**config.mk**
```make
export PLATFORM = sky130hd
export DESIGN_NAME = icc_flag_unit_flat
export DESIGN_NICKNAME = d
export VERILOG_FILES = /design/src/rtl/icc_flag_unit_if.sv /design/src/rtl/icc_flag_unit.sv /design/src/flat_wrapper.sv
export SDC_FILE = /design/constraint.sdc
export NUM_CORES = 1
export LEC_CHECK = 0
export ABC_CLOCK_PERIOD_IN_PS = 2800
export CORE_ASPECT_RATIO = 0.8
export CORE_MARGIN = 2
export CORE_UTILIZATION = 40
export CTS_CLUSTER_SIZE = 10
export DETAILED_ROUTE_END_ITERATION = 8
export DONT_BUFFER_PORTS = 1
export PLACE_DENSITY = 0.57
export RECOVER_POWER = 50
export SLEW_MARGIN = 30
export SYNTH_ARGS = -nofsm -noshare
export SYNTH_HDL_FRONTEND = slang
export SYNTH_SLANG_ARGS = --single-unit
```
**constraint.sdc**
```tcl
create_clock -name clk -period 2.8 [get_ports clk]
set_clock_uncertainty 0.15 [all_clocks]
set_input_delay 0.56 -clock clk [delete_from_list [all_inputs] [get_ports clk]]
set_output_delay 0.56 -clock clk [all_outputs]
set_load 0.02 [all_outputs]
```
**src/rtl/icc_flag_unit_if.sv**
```systemverilog
// ============================================================================
// Module      : icc_flag_unit_if
// Description : Bus bundle between the pipeline and the icc flag unit.
// Revision    : 1.0 - initial release
// ============================================================================
`default_nettype none

interface icc_flag_unit_if;
  logic       stall;
  logic       flush;
  logic       EX_modify_cc;
  logic [3:0] EX_alu_flags;
  logic       EX_wr_psr;
  logic [3:0] EX_wr_psr_icc;
  logic [3:0] flags;
  logic [3:0] icc_q;
  logic       psr_busy;
  logic [1:0] fwd_src;

  modport master (
    output stall, flush, EX_modify_cc, EX_alu_flags, EX_wr_psr, EX_wr_psr_icc,
    input  flags, icc_q, psr_busy, fwd_src
  );

  modport slave (
    input  stall, flush, EX_modify_cc, EX_alu_flags, EX_wr_psr, EX_wr_psr_icc,
    output flags, icc_q, psr_busy, fwd_src
  );
endinterface

`default_nettype wire

```
**src/rtl/icc_flag_unit.sv**
```systemverilog
// ============================================================================
// Module      : icc_flag_unit
// Description : Condition-code producer: EX/MEM/WB cc tracking, committed icc,
//               delayed WRPSR icc writes and forwarded flags.
// Revision    : 1.0 - initial release
// ============================================================================
`default_nettype none

module icc_flag_unit #(
  parameter int         WRPSR_DELAY = 3,
  parameter logic [3:0] ICC_RESET   = 4'b0000
) (
  input  wire logic      clk,
  input  wire logic      rst_n,
  icc_flag_unit_if.slave bus
);

  typedef enum logic [0:0] {
    IDLE = 1'b0,
    PEND = 1'b1
  } wr_state_t;

  localparam logic [2:0] c_DELAY = 3'(WRPSR_DELAY);

  logic       r_mem_v;
  logic       r_wb_v;
  logic [3:0] r_mem_f;
  logic [3:0] r_wb_f;
  logic [3:0] r_icc_q;
  logic [3:0] r_wr_val;
  logic [2:0] r_wr_cnt;
  logic       r_psr_busy;
  wr_state_t  r_state;

  logic       w_ex_v;
  logic       w_accept;
  logic       w_commit;
  logic [3:0] w_flags;
  logic [1:0] w_fwd_src;

  assign w_ex_v   = bus.EX_modify_cc & ~bus.flush;
  assign w_accept = bus.EX_wr_psr & ~bus.flush & ~bus.stall;
  // A re-accepted WRPSR in the final pending cycle restarts instead of committing.
  assign w_commit = ~bus.stall & ~w_accept & (r_state == PEND) & (r_wr_cnt == 3'd1);

  always_ff @(posedge clk or negedge rst_n) begin
    if (!rst_n) begin
      r_mem_v <= 1'b0;
      r_wb_v  <= 1'b0;
      r_mem_f <= 4'b0000;
      r_wb_f  <= 4'b0000;
      r_icc_q <= ICC_RESET;
    end else if (!bus.stall) begin
      r_mem_v <= w_ex_v;
      r_mem_f <= bus.EX_alu_flags;
      r_wb_v  <= r_mem_v & ~bus.flush;
      r_wb_f  <= r_mem_f;
      if (w_commit)
        r_icc_q <= r_wr_val;
      else if (r_wb_v)
        r_icc_q <= r_wb_f;
    end
  end

  // WRPSR delay machine; flush never cancels a write that is already pending.
  always_ff @(posedge clk or negedge rst_n) begin
    if (!rst_n) begin
      r_state    <= IDLE;
      r_wr_cnt   <= 3'd0;
      r_wr_val   <= 4'b0000;
      r_psr_busy <= 1'b0;
    end else if (!bus.stall) begin
      if (w_accept) begin
        r_state    <= PEND;
        r_wr_cnt   <= c_DELAY;
        r_wr_val   <= bus.EX_wr_psr_icc;
        r_psr_busy <= 1'b1;
      end else begin
        case (r_state)
          PEND: begin
            r_wr_cnt <= r_wr_cnt - 3'd1;
            if (r_wr_cnt == 3'd1) begin
              r_state    <= IDLE;
              r_psr_busy <= 1'b0;
            end
          end
          default: begin
            r_state  <= IDLE;
            r_wr_cnt <= 3'd0;
          end
        endcase
      end
    end
  end

  // Youngest in-flight cc producer wins.
  always_comb begin
    w_flags   = r_icc_q;
    w_fwd_src = 2'd0;
    if (w_ex_v) begin
      w_flags   = bus.EX_alu_flags;
      w_fwd_src = 2'd3;
    end else if (r_mem_v) begin
      w_flags   = r_mem_f;
      w_fwd_src = 2'd2;
    end else if (r_wb_v) begin
      w_flags   = r_wb_f;
      w_fwd_src = 2'd1;
    end
  end

  assign bus.flags    = w_flags;
  assign bus.fwd_src  = w_fwd_src;
  assign bus.icc_q    = r_icc_q;
  assign bus.psr_busy = r_psr_busy;

endmodule

`default_nettype wire

```
**src/flat_wrapper.sv**
```systemverilog
// flat-port wrapper written by rule: the top's interface ports become plain ports
module icc_flag_unit_flat 
#(
  parameter int         WRPSR_DELAY = 3,
  parameter logic [3:0] ICC_RESET   = 4'b0000
)
  (clk, rst_n, bus_stall, bus_flush, bus_EX_modify_cc, bus_EX_alu_flags, bus_EX_wr_psr, bus_EX_wr_psr_icc, bus_flags, bus_icc_q, bus_psr_busy, bus_fwd_src);
  icc_flag_unit_if bus_i ();
  input  wire logic clk;
  input  wire logic rst_n;
  input wire logic [$bits(bus_i.stall)-1:0] bus_stall;
  input wire logic [$bits(bus_i.flush)-1:0] bus_flush;
  input wire logic [$bits(bus_i.EX_modify_cc)-1:0] bus_EX_modify_cc;
  input wire logic [$bits(bus_i.EX_alu_flags)-1:0] bus_EX_alu_flags;
  input wire logic [$bits(bus_i.EX_wr_psr)-1:0] bus_EX_wr_psr;
  input wire logic [$bits(bus_i.EX_wr_psr_icc)-1:0] bus_EX_wr_psr_icc;
  output wire logic [$bits(bus_i.flags)-1:0] bus_flags;
  output wire logic [$bits(bus_i.icc_q)-1:0] bus_icc_q;
  output wire logic [$bits(bus_i.psr_busy)-1:0] bus_psr_busy;
  output wire logic [$bits(bus_i.fwd_src)-1:0] bus_fwd_src;
  assign bus_i.stall = bus_stall;
  assign bus_i.flush = bus_flush;
  assign bus_i.EX_modify_cc = bus_EX_modify_cc;
  assign bus_i.EX_alu_flags = bus_EX_alu_flags;
  assign bus_i.EX_wr_psr = bus_EX_wr_psr;
  assign bus_i.EX_wr_psr_icc = bus_EX_wr_psr_icc;
  assign bus_flags = bus_i.flags;
  assign bus_icc_q = bus_i.icc_q;
  assign bus_psr_busy = bus_i.psr_busy;
  assign bus_fwd_src = bus_i.fwd_src;
  icc_flag_unit #(.WRPSR_DELAY(WRPSR_DELAY), .ICC_RESET(ICC_RESET)) u_core (.clk(clk), .rst_n(rst_n), .bus(bus_i));
endmodule
```
=== After elaboration in Yosys (flattened, before gate mapping) ===
Index checks and enable logic that the tools add are counted.

* Bitwise logic cells: 10
* Multiplexer cells: 15
* Add/subtract/negate cells: 1
* Equality and inequality tests: 1
* Reduce and logical (&&, ||, !) cells: 4

{| class="wikitable"
|+ Operators by type and width
! kind !! count
|-
| $mux W4 || 4
|-
| $and A1 B1 Y1 || 7
|-
| $mux W1 || 7
|-
| $mux W3 || 2
|-
| $mux W2 || 2
|-
| $reduce_bool A2 Y1 || 2
|-
| $eq A3 B1 Y1 const B || 1
|-
| $not A1 Y1 || 3
|-
| $reduce_and A3 Y1 || 1
|-
| $sub A3 B1 Y3 const B || 1
|-
| $reduce_and A2 Y1 || 1
|}

* Bits of input ports: 14
* Bits in registers: 23
* Word-level logic and storage cells: 40
* Output and inout port bits: 11

=== Depth between registers and ports, before layout ===
Gate-level depths: netlist (run 1).

* Depth in word-level cells: 8
* Gate-level depth with buffers: 5
* Gate-level depth less buffers: 5

=== Worst setup path before layout (run 1) ===
No wires, ideal clock.

* Kind: input to output
* Start point: input port bus_flush
* End point: output port bus_flags[0]
* Slack: 770 ps
* Cell stages on the path: 4
* Arrival time: 1,320 ps
* Required time: 2,090 ps
* Cells stage by stage: nand2b_1 -> clkbuf_1 -> nor2_1 -> a21oi_1

* Cells in the longest elaborated chain, start to end: 3

{| class="wikitable"
|+ Ends and longest elaborated chain
! item !! line !! RTL
|-
| start, declared || flat_wrapper.sv:12 || <nowiki>input wire logic [$bits(bus_i.flush)-1:0] bus_flush;</nowiki>
|-
| $not A1 Y1 || icc_flag_unit.sv:41 || <nowiki>assign w_ex_v = bus.EX_modify_cc & ~bus.flush;</nowiki>
|-
| $and A1 B1 Y1 || icc_flag_unit.sv:41 ||
|-
| $mux W4 || icc_flag_unit.sv:100 || <nowiki>if (w_ex_v) begin</nowiki>
|-
| end, declared || flat_wrapper.sv:17 || <nowiki>output wire logic [$bits(bus_i.flags)-1:0] bus_flags;</nowiki>
|}

No other way between the ends.

=== Worst setup path after layout (run 1) ===
* Start point: register u_core.r_wb_v
* End point: output port bus_flags[3]

* Cells in the longest elaborated chain, start to end: 3

{| class="wikitable"
|+ Ends and longest elaborated chain
! item !! line !! RTL
|-
| start, declared || icc_flag_unit.sv:26 || <nowiki>logic r_wb_v;</nowiki>
|-
| start signal, assigned || icc_flag_unit.sv:56 || <nowiki>r_wb_v <= r_mem_v & ~bus.flush;</nowiki>
|-
| $mux W4 || icc_flag_unit.sv:106 || <nowiki>end else if (r_wb_v) begin</nowiki>
|-
| $mux W4 || icc_flag_unit.sv:103 || <nowiki>end else if (r_mem_v) begin</nowiki>
|-
| $mux W4 || icc_flag_unit.sv:100 ||
|}

No other way between the ends.

==> impl_metrics.ini, run 1 <==
[layout]
final_core_util_pct = 43.78
fin_nets = 118
instances_no_fill = 139
fill_cells = 265
diodes = 0
most-common-layout-cells = dfrtp_1, mux2_2, a21oi_1
synthToLayoutAreaGrowth_pct = 4.234
final_common_cell = dfrtp_1
drive_above_1_share_pct = 21.78

[timing]
final_hold_viol_count = 0
rsz0062_at_grt = false
slew_headroom_pct = 17.99
setup_viol = 0
finalCritPeriodShare_pct = 80.20
worst_pin_slew_ns = 1.230
report.final.slew_viol_count = 0
tns_ns = 0
max_freq_mhz = 445.3
finalCriticalPeriod_ns = 2.246

[clock_network]
h-tree-depth = 1
post-cts-setup-buffers = 0
clockRootBuffer = clkbuf_4
numCtsBuffers = 3
cts_tree = built
clockBufferDepth = 2
clock_latency_ns = 0.30
clk_pin_slew_ns = 0.12
clock-sinks = 23

[synthesis]
syn_area_sq_mm = 0.001152
syn_avg_cell_area_sq_um = 11.30
synth_top_cell_by_area = dfrtp_1
synth_top_area_share_pct = 49.95
ys_warn_count = 0
synth_cells = 102
syn_nets = 118
synth-seq-area-share_pct = 49.95
yosys_register_bits = 23
synth_area_leaders = dfrtp_1, mux2_2, mux2i_1
ys_types = 24

[floorplan]
die_x_um = 64.01
fp.dieH_um = 52.01
rows = 17
design.core.area_sq_mm = 0.002744
die_area_sq_mm = 0.003329
start_util_pct = 42.00
io_pins = 25

[critical_path]
timing.rr.end = u_core.bus.icc_q[1]
critPathLaunchType = flop
reg2reg_depth = 5
path_max_fanout = 6
arrival_ns = 1.54
r2r_setup_slack_ns = 1.29
required_ns = 2.09
cp-end-kind = primary output
reg2reg_from = u_core.r_wr_cnt[1]
worstSetupPathType = flop to primary output

[global_route]
grt_pass1_wl_mm = 3.588
antenna_found_initial = 0
grt_usage_pct = 14.48
grt_max_degree = 30
first_global_vias = 743
gr-total-overflow = 0

[power]
seqPwrFrac_pct = 55.5
combinationalPowerShare_pct = 29.1
clkPwrFrac_pct = 15.4
p_sw_uw = 350.1
ir_worst_vdd_uv = 393.9
power.density_mw_per_mm2 = 799.8
switching_share_pct = 36.44
p_leak_nw = 0.4976
internal_power_uw = 610.6

[route]
drc_errors = 0
wire_per_inst_um = 15.40
drt-total-wl_mm = 2.141
drt_iter0_markers = 26
vias_per_cell = 5.309
vias = 738
drtAntennaViolNets = 0
first_pass_iters = 4

[placed_design]
port_buffers = 0
placed_cells = 134
place.gp.congestion = 0.7530
dp_hpwl_mm = 1.613

[worst_hold_path]
holdCritStartpoint = bus_stall
min_delay_path_depth = 1
min_to = u_core.r_wr_cnt[0]
hold_path_class = input port to flop

[flow_run]
maxCapViolCount = 0

[status]
status = completed
-- cell usage after synthesis --
cell type	n
mux2_2	17
nand2_1	6
o21ai_0	4
buf_2	1
buf_4	1
ha_1	2
o22ai_1	1
nor2b_1	1
a21o_1	1
nor3b_1	1
and4bb_2	1
clkbuf_2	1
a32o_1	1
clkbuf_1	3
a21oi_1	9
nor2_4	1
nor2_1	4
nand4bb_1	1
nor3_1	4
o31ai_1	4
mux2i_1	6
inv_1	4
dfrtp_1	23
nand2b_1	5
-- repair_timing --
item,in CTS,in global routing
endpoints found under the setup margin,0,0
gates resized for setup,0,0
hold buffers,1,0
hold endpoints to repair,23,0
-- through the flow --
stage | power (mW) | cell area [sq um] | setup WS, ns | hold slack [ns]
after floorplan | 0.7667 | 1152 | 0.7697 | 0.1144
after global placement | 0.8079 | 1171 | 0.7539 | 0.1150
after detailed placement | 0.8189 | 1171 | 0.7409 | 0.1150
after CTS | 0.9759 | 1207 | 0.5443 | 0.1748
after global routing | 1.046 | 1201 | 0.4523 | 0.1720
final | 0.9607 | 1201 | 0.5544 | 0.1852
-- kinds of logic after synthesis --
group / count (synthesis) / share of synthesized area (%)
multiplexers: 23 / 21.82
AO/OA/AOI/OAI: 20 / 10.32
AND/OR/NAND/NOR: 24 / 11.94
adder cells (fa/ha/maj): 2 / 2.171
flip-flops: 23 / 49.95
buffers and inverters: 10 / 3.799
-- state kept, by name, indices dropped and copies added, names as in the netlist --
| register | flops |
|---|---|
| u_core.r_wr_cnt | 3 |
| u_core.r_mem_v | 1 |
| u_core.r_wr_val | 4 |
| u_core.r_wb_v | 1 |
| u_core.r_mem_f | 4 |
| u_core.r_wb_f | 4 |
| u_core.bus.icc_q | 4 |
| u_core.r_state | 1 |
| u_core.bus.psr_busy | 1 |
-- power by group through the flow --
| stage | clock network, mW | logic, mW | registers [mW] |
|---|---|---|---|
| floorplan | 0 | 0.252 | 0.515 |
| global placement | 0 | 0.269 | 0.539 |
| detailed placement | 0 | 0.275 | 0.543 |
| CTS | 0.156 | 0.284 | 0.536 |
| global route | 0.174 | 0.325 | 0.547 |
| finish | 0.148 | 0.279 | 0.533 |
-- layout make-up --
cell class                 count  area (sq um)  share of cell area, %
clock buffer                   4         26.28                  2.188
inverter                       4         15.01                  1.250
sequential                    23         575.6                  47.92
timing repair buffer           1         3.754                 0.3125
multi-input combinational     69         533.0                  44.38
tap                           38         47.55                  3.958
-- how the worst max path moves through the flow --
stage	from	to	slack, ns	depth (start not counted)
final	u_core.r_wb_v	bus_flags[3]	0.55	3
after global routing	u_core.r_wb_v	bus_flags[1]	0.45	3
after CTS	u_core.r_wb_v	bus_flags[3]	0.54	3
after detailed placement	bus_flush	bus_flags[1]	0.74	3
after global placement	bus_flush	bus_flags[3]	0.75	3
after floorplan	bus_flush	bus_flags[0]	0.77	4
-- layer usage --
layer  global-route usage [%]  up-vias  share of wire [%]
met5                        0        -                  0
met4                    3.261        0               0.75
met3                    5.195        2                5.8
met2                    23.78       16                 48
met1                    18.36      361                 46
li1                         -      359                  -
-- worst max-delay path, cell delays in order, from the launching register on --
cell and delay (ns):
dfrtp_1 0.48, mux2_2 0.28, mux2i_1 0.07, a21oi_1 0.41
No activity file was read; power rests on OpenSTA's default activity.
==> inputs of run 2 (changes only) <==
--- a/config.mk
+++ b/config.mk
@@ -5,14 +5,14 @@
 export SDC_FILE = /design/constraint.sdc
 export NUM_CORES = 1
 export LEC_CHECK = 0
-export ABC_CLOCK_PERIOD_IN_PS = 2800
+export ABC_CLOCK_PERIOD_IN_PS = 1900
 export CORE_ASPECT_RATIO = 0.8
 export CORE_MARGIN = 2
 export CORE_UTILIZATION = 40
 export CTS_CLUSTER_SIZE = 10
 export DETAILED_ROUTE_END_ITERATION = 8
 export DONT_BUFFER_PORTS = 1
-export PLACE_DENSITY = 0.57
+export PLACE_DENSITY = 0.59
 export RECOVER_POWER = 50
 export SLEW_MARGIN = 30
 export SYNTH_ARGS = -nofsm -noshare
==> constraint.sdc (replaced) <==
create_clock -name clk -period 1.9 [get_ports clk]
set_clock_uncertainty 0.15 [all_clocks]
set_input_delay 0.38 -clock clk [delete_from_list [all_inputs] [get_ports clk]]
set_output_delay 0.38 -clock clk [all_outputs]
set_load 0.02 [all_outputs]
==> run 2 against run 1 <==
  * Register-to-register slack worse by 0.94 ns
  * Combinational power grew 120%
  * Highest routed layer unchanged
  * Final area rose by 11%
  * Non-clock buffer count grew 14
  * Setup slack lost 0.70 ns
  * The flow now finishes with violations (negative setup slack)
  * Sequential power up 43%
  * First-iteration DRC count increased by 19%
  * Critical path depth rose by 1
  * Sequential cell count is the same
  * Worst hold slack worse by 0.18 ns
==> impl_metrics.ini, run 2 (synthesis gave the netlist of run 1 again) <==
[global_route]
grt_max_degree = 30
antenna_found_initial = 0
grt_pass1_wl_mm = 4.036
use_met1_pct = 20.28
first_global_vias = 819
gr-total-overflow = 0
use_met2_pct = 24.83
grt_usage_pct = 15.70
busiest_layer = met2
gr-usage-met3_pct = 6.494

[critical_path]
arrival_ns = 1.51
path_max_fanout = 6
r2r_setup_slack_ns = 0.35
required_ns = 1.37
critPathLaunchType = flop
timing.rr.end = u_core.bus.icc_q[2]
reg2reg_depth = 5
reg2reg_from = u_core.r_wr_cnt[1]
worstSetupPathType = flop to primary output
cp-end-kind = primary output

[timing]
rsz0062_at_grt = true
worst_pin_slew_ns = 0.6515
hold_slack_ns = 0.005986
finalCriticalPeriod_ns = 2.043
max_freq_mhz = 489.4
final_hold_viol_count = 0
setup_viol = 5
finalCritPeriodShare_pct = 107.5
setup_ws_ns = -0.1434
report.final.slew_viol_count = 0
slew_headroom_pct = 56.11

[route]
drtAntennaViolNets = 0
drt_iter0_markers = 31
vias_per_cell = 5.183
drt-total-wl_mm = 2.267
drc_errors = 0
vias = 793
first_pass_iters = 4
wire_per_inst_um = 14.82

[floorplan]
die_x_um = 64.01
design.core.area_sq_mm = 0.002744
rows = 17
fp.dieH_um = 52.01
die_area_sq_mm = 0.003329
start_util_pct = 42.00
io_pins = 25

[layout]
drive_above_1_share_pct = 32.17
synthToLayoutAreaGrowth_pct = 15.74
fin_nets = 132
most-common-layout-cells = dfrtp_1, mux2_2, buf_4
diodes = 0
fill_cells = 266
final_common_cell = dfrtp_1

[clock_network]
numCtsBuffers = 3
clock-sinks = 23
h-tree-depth = 1
clock_latency_ns = 0.31
clockBufferDepth = 2
clockRootBuffer = clkbuf_4
clk_pin_slew_ns = 0.12
cts_tree = built

[status]
violations = negative setup slack
status = complete, but fails checks

[placed_design]
dp_hpwl_mm = 1.587
place.gp.congestion = 0.7747
preCtsSetupSlack_ns = 0.1506
port_buffers = 0

[power]
seqPwrFrac_pct = 47.8
p_leak_nw = 0.5744
power.density_mw_per_mm2 = 1198
ir_worst_vdd_uv = 487.9
internal_power_mw = 1.035
p_sw_uw = 562.5
combinationalPowerShare_pct = 38.2
switching_share_pct = 35.20
clkPwrFrac_pct = 14.0

[worst_hold_path]
min_delay_path_depth = 1
min_to = u_core.bus.icc_q[0]
holdCritStartpoint = bus_stall
hold_path_class = input port to flop

[flow_run]
maxCapViolCount = 0
run 2: cell count changes in the layout (fill, tap and decap cells not counted), sizes merged:
cell         change
buf             +11
dlygate4sd3      +3
run 2: stage by stage:
stage	util, %	instance area, sq um	std cells	TNS (ns)	power [mW]
2_1_floorplan	-	1152	102	0	1.130
3_3_place_gp	44.32	1216	140	0	1.264
3_5_place_dp	44.32	1216	140	0	1.284
4_1_cts	47.51	1304	149	-0.6531	1.589
5_1_grt	48.61	1334	153	-1.025	1.721
6_report	48.61	1334	153	-0.6449	1.598
run 2: layer usage:
layer	routed length [um]	share of wire, %
met5	0	0
met1	1059	47
met2	1001	44
met4	28	1.2
met3	178	7.9
run 2: worst max path at each step:
| stage | start | to | slack [ns] | depth (start not counted) |
|---|---|---|---|---|
| after floorplan | bus_flush | bus_flags[0] | 0.23 | 4 |
| after global placement | u_core.r_wb_v | bus_flags[0] | 0.17 | 4 |
| after detailed placement | u_core.r_wb_v | bus_flags[0] | 0.15 | 4 |
| after CTS | u_core.r_wb_v | bus_flags[3] | -0.16 | 4 |
| after global routing | u_core.r_wb_v | bus_flags[2] | -0.23 | 4 |
| final | u_core.r_wb_v | bus_flags[3] | -0.14 | 4 |
run 2: power groups by stage:
stage / combinational, mW / clock (mW) / sequential, mW
floorplan: 0.371 / 0 / 0.759
global placement: 0.504 / 0 / 0.761
detailed placement: 0.515 / 0 / 0.768
CTS: 0.594 / 0.230 / 0.766
global route: 0.680 / 0.255 / 0.786
finish: 0.611 / 0.224 / 0.763
run 2: final cells by class:
cell class / count / area [sq um] / share of cell area, %
Tap cell: 38 / 47.55 / 3.565
Inverter: 4 / 15.01 / 1.126
Clock buffer: 4 / 26.28 / 1.970
Multi-Input combinational cell: 69 / 548.0 / 41.09
Sequential cell: 23 / 579.3 / 43.43
Timing Repair Buffer: 15 / 117.6 / 8.818
run 2: worst max-delay path, cell delays in order (launching register included):
cell and delay [ns]:
dfrtp_2 0.49, mux2_4 0.32, mux2i_1 0.14, a21oi_1 0.08
buf_4 0.17
run 2: timing repair:
action                                  in CTS  in global routing
hold buffers                                 2                  2
resized for setup                            7                  0
buffers inserted                             3                  2
pin swaps                                    2                  3
endpoints found under the setup margin       5                  5
endpoints found under the hold margin       24                 26
==> inputs of run 3 (changes only) <==
--- a/config.mk
+++ b/config.mk
@@ -8,11 +8,11 @@
 export ABC_CLOCK_PERIOD_IN_PS = 1900
 export CORE_ASPECT_RATIO = 0.8
 export CORE_MARGIN = 2
-export CORE_UTILIZATION = 40
+export CORE_UTILIZATION = 49
 export CTS_CLUSTER_SIZE = 10
 export DETAILED_ROUTE_END_ITERATION = 8
 export DONT_BUFFER_PORTS = 1
-export PLACE_DENSITY = 0.59
+export PLACE_DENSITY = 0.69
 export RECOVER_POWER = 50
 export SLEW_MARGIN = 30
 export SYNTH_ARGS = -nofsm -noshare
==> run 3 against run 2 <==
  * The flow still finishes with violations (negative setup slack)
  * Total power is 1.9% lower
  * Fmax is 0.95% lower
  * Routed wire length is 1.4% higher
  * Combinational power is 2% lower
  * Sequential cell count stayed put
  * Sequential power is 3.1% lower
  * Clock power is 2% higher
  * Via count is 1.3% higher
  * Worst hold slack better by 0.0097 ns
  * Count of clock-buffer cells in the layout is 1 lower
  * Die area is 17% lower
  * Largest power group unchanged
==> impl_metrics.ini, run 3 (synthesis gave the netlist of run 1 again) <==
[status]
status = complete, but fails checks
violations = negative setup slack

[layout]
most-common-layout-cells = dfrtp_1, mux2_2, a21oi_1, buf_4
diodes = 0
final_common_cell = dfrtp_1
fill_cells = 189
design_area_sq_mm = 0.001301
synthToLayoutAreaGrowth_pct = 12.92
final-seq-area_sq_um = 576.8
multi_input_area_sq_um = 548.0
drive_above_1_share_pct = 30.09
final_core_util_pct = 59.26
fin_nets = 130
instances_no_fill = 138

[placed_design]
place_area_sq_mm = 0.001215
port_buffers = 0
dp_hpwl_mm = 1.557
placed_cells = 129
preCtsSetupSlack_ns = 0.1523
place.gp.congestion = 0.8107

[route]
drtAntennaViolNets = 0
drt-total-wl_mm = 2.299
wire_per_inst_um = 16.66
drc_errors = 0
drt_iter0_markers = 11
first_pass_iters = 4
vias = 803
vias_per_cell = 5.819

[critical_path]
critPathLaunchType = flop
path_max_fanout = 6
worstSetupPathType = flop to primary output
arrival_ns = 1.53
startpoint = u_core.r_wb_v
r2r_setup_slack_ns = 0.38
cp-end-kind = primary output
reg2reg_from = u_core.r_wr_cnt[1]
required_ns = 1.37

[floorplan]
rows = 15
start_util_pct = 52.48
fp.dieH_um = 47.38
io_pins = 25
die_area_sq_mm = 0.002758
design.core.area_sq_mm = 0.002196
die_x_um = 58.22

[clock_network]
clockBufferDepth = 2
clock-sinks = 23
h-tree-depth = 1
clk_pin_slew_ns = 0.13
cts_tree = built
numCtsBuffers = 3
clock_latency_ns = 0.31
clockRootBuffer = clkbuf_4

[global_route]
use_met2_pct = 28.64
grt_pass1_wl_mm = 3.601
use_met1_pct = 24.70
grt_max_degree = 26
antenna_found_initial = 0
busiest_layer = met2
first_global_vias = 762
gr-usage-met3_pct = 6.612
gr-total-overflow = 0
grt_usage_pct = 18.39

[timing]
hold_slack_ns = 0.01569
report.final.slew_viol_count = 0
final_hold_viol_count = 0
slew_headroom_pct = 61.04
finalCritPeriodShare_pct = 108.6
rsz0062_at_grt = true
setup_viol = 4
worst_pin_slew_ns = 0.5844
tns_ns = -0.5978
max_freq_mhz = 484.7
setup_ws_ns = -0.1630
finalCriticalPeriod_ns = 2.063

[worst_hold_path]
holdCritStartpoint = bus_stall
hold_path_class = input port to flop

[flow_run]
maxCapViolCount = 0

[power]
power.density_mw_per_mm2 = 1205
p_leak_nw = 0.5693
power.total_mw = 1.567
ir_worst_vdd_uv = 723.9
==> run 3: report_power, final <==
group          total [mW]  internal [mW]  switching, mW
clock               0.228         0.0788          0.149
combinational       0.600          0.312          0.288
sequential          0.739          0.617          0.122
==> run 3: what timing repair did <==
action / in CTS / in global routing
resized for setup: 5 / 0
setup endpoints to repair: 4 / 4
hold endpoints to repair: 28 / 25
setup buffers: 1 / 0
hold buffers: 2 / 2
pin swaps: 3 / 1
==> run 3: final timing paths <==
| check | endpoint | cells past startpoint |
|---|---|---|
| setup / recovery | bus_flags[3] | 4 |
| hold / removal | u_core.r_mem_v | 1 |
| setup reg to reg | u_core.bus.icc_q[0] | 5 |
| hold reg to reg | u_core.r_wr_val[3] | 1 |
| max in group asynchronous | u_core.r_wb_v | 2 |
| min in group asynchronous | u_core.r_mem_f[3] | 2 |
==> run 3: layout make-up <==
class                           instances  share of cell area (%)
Sequential cell                        23                   44.33
Tap cell                               25                   2.404
Timing Repair Buffer                   13                   7.885
Clock buffer                            3                   1.731
Multi-Input combinational cell         69                   42.12
Inverter                                4                   1.154
Clock inverter                          1                  0.3846
==> run 3: routing by layer <==
layer / share of wire, % / wire length, um
met5: 0 / 0
met2: 46 / 1055
met3: 5.8 / 133
met4: 1.5 / 34
met1: 47 / 1076
==> run 3: critical path: stages (launching register included) <==
cell and delay (ns):
dfrtp_2 0.50, mux2_4 0.33, mux2i_1 0.14, a21oi_1 0.08
buf_4 0.17
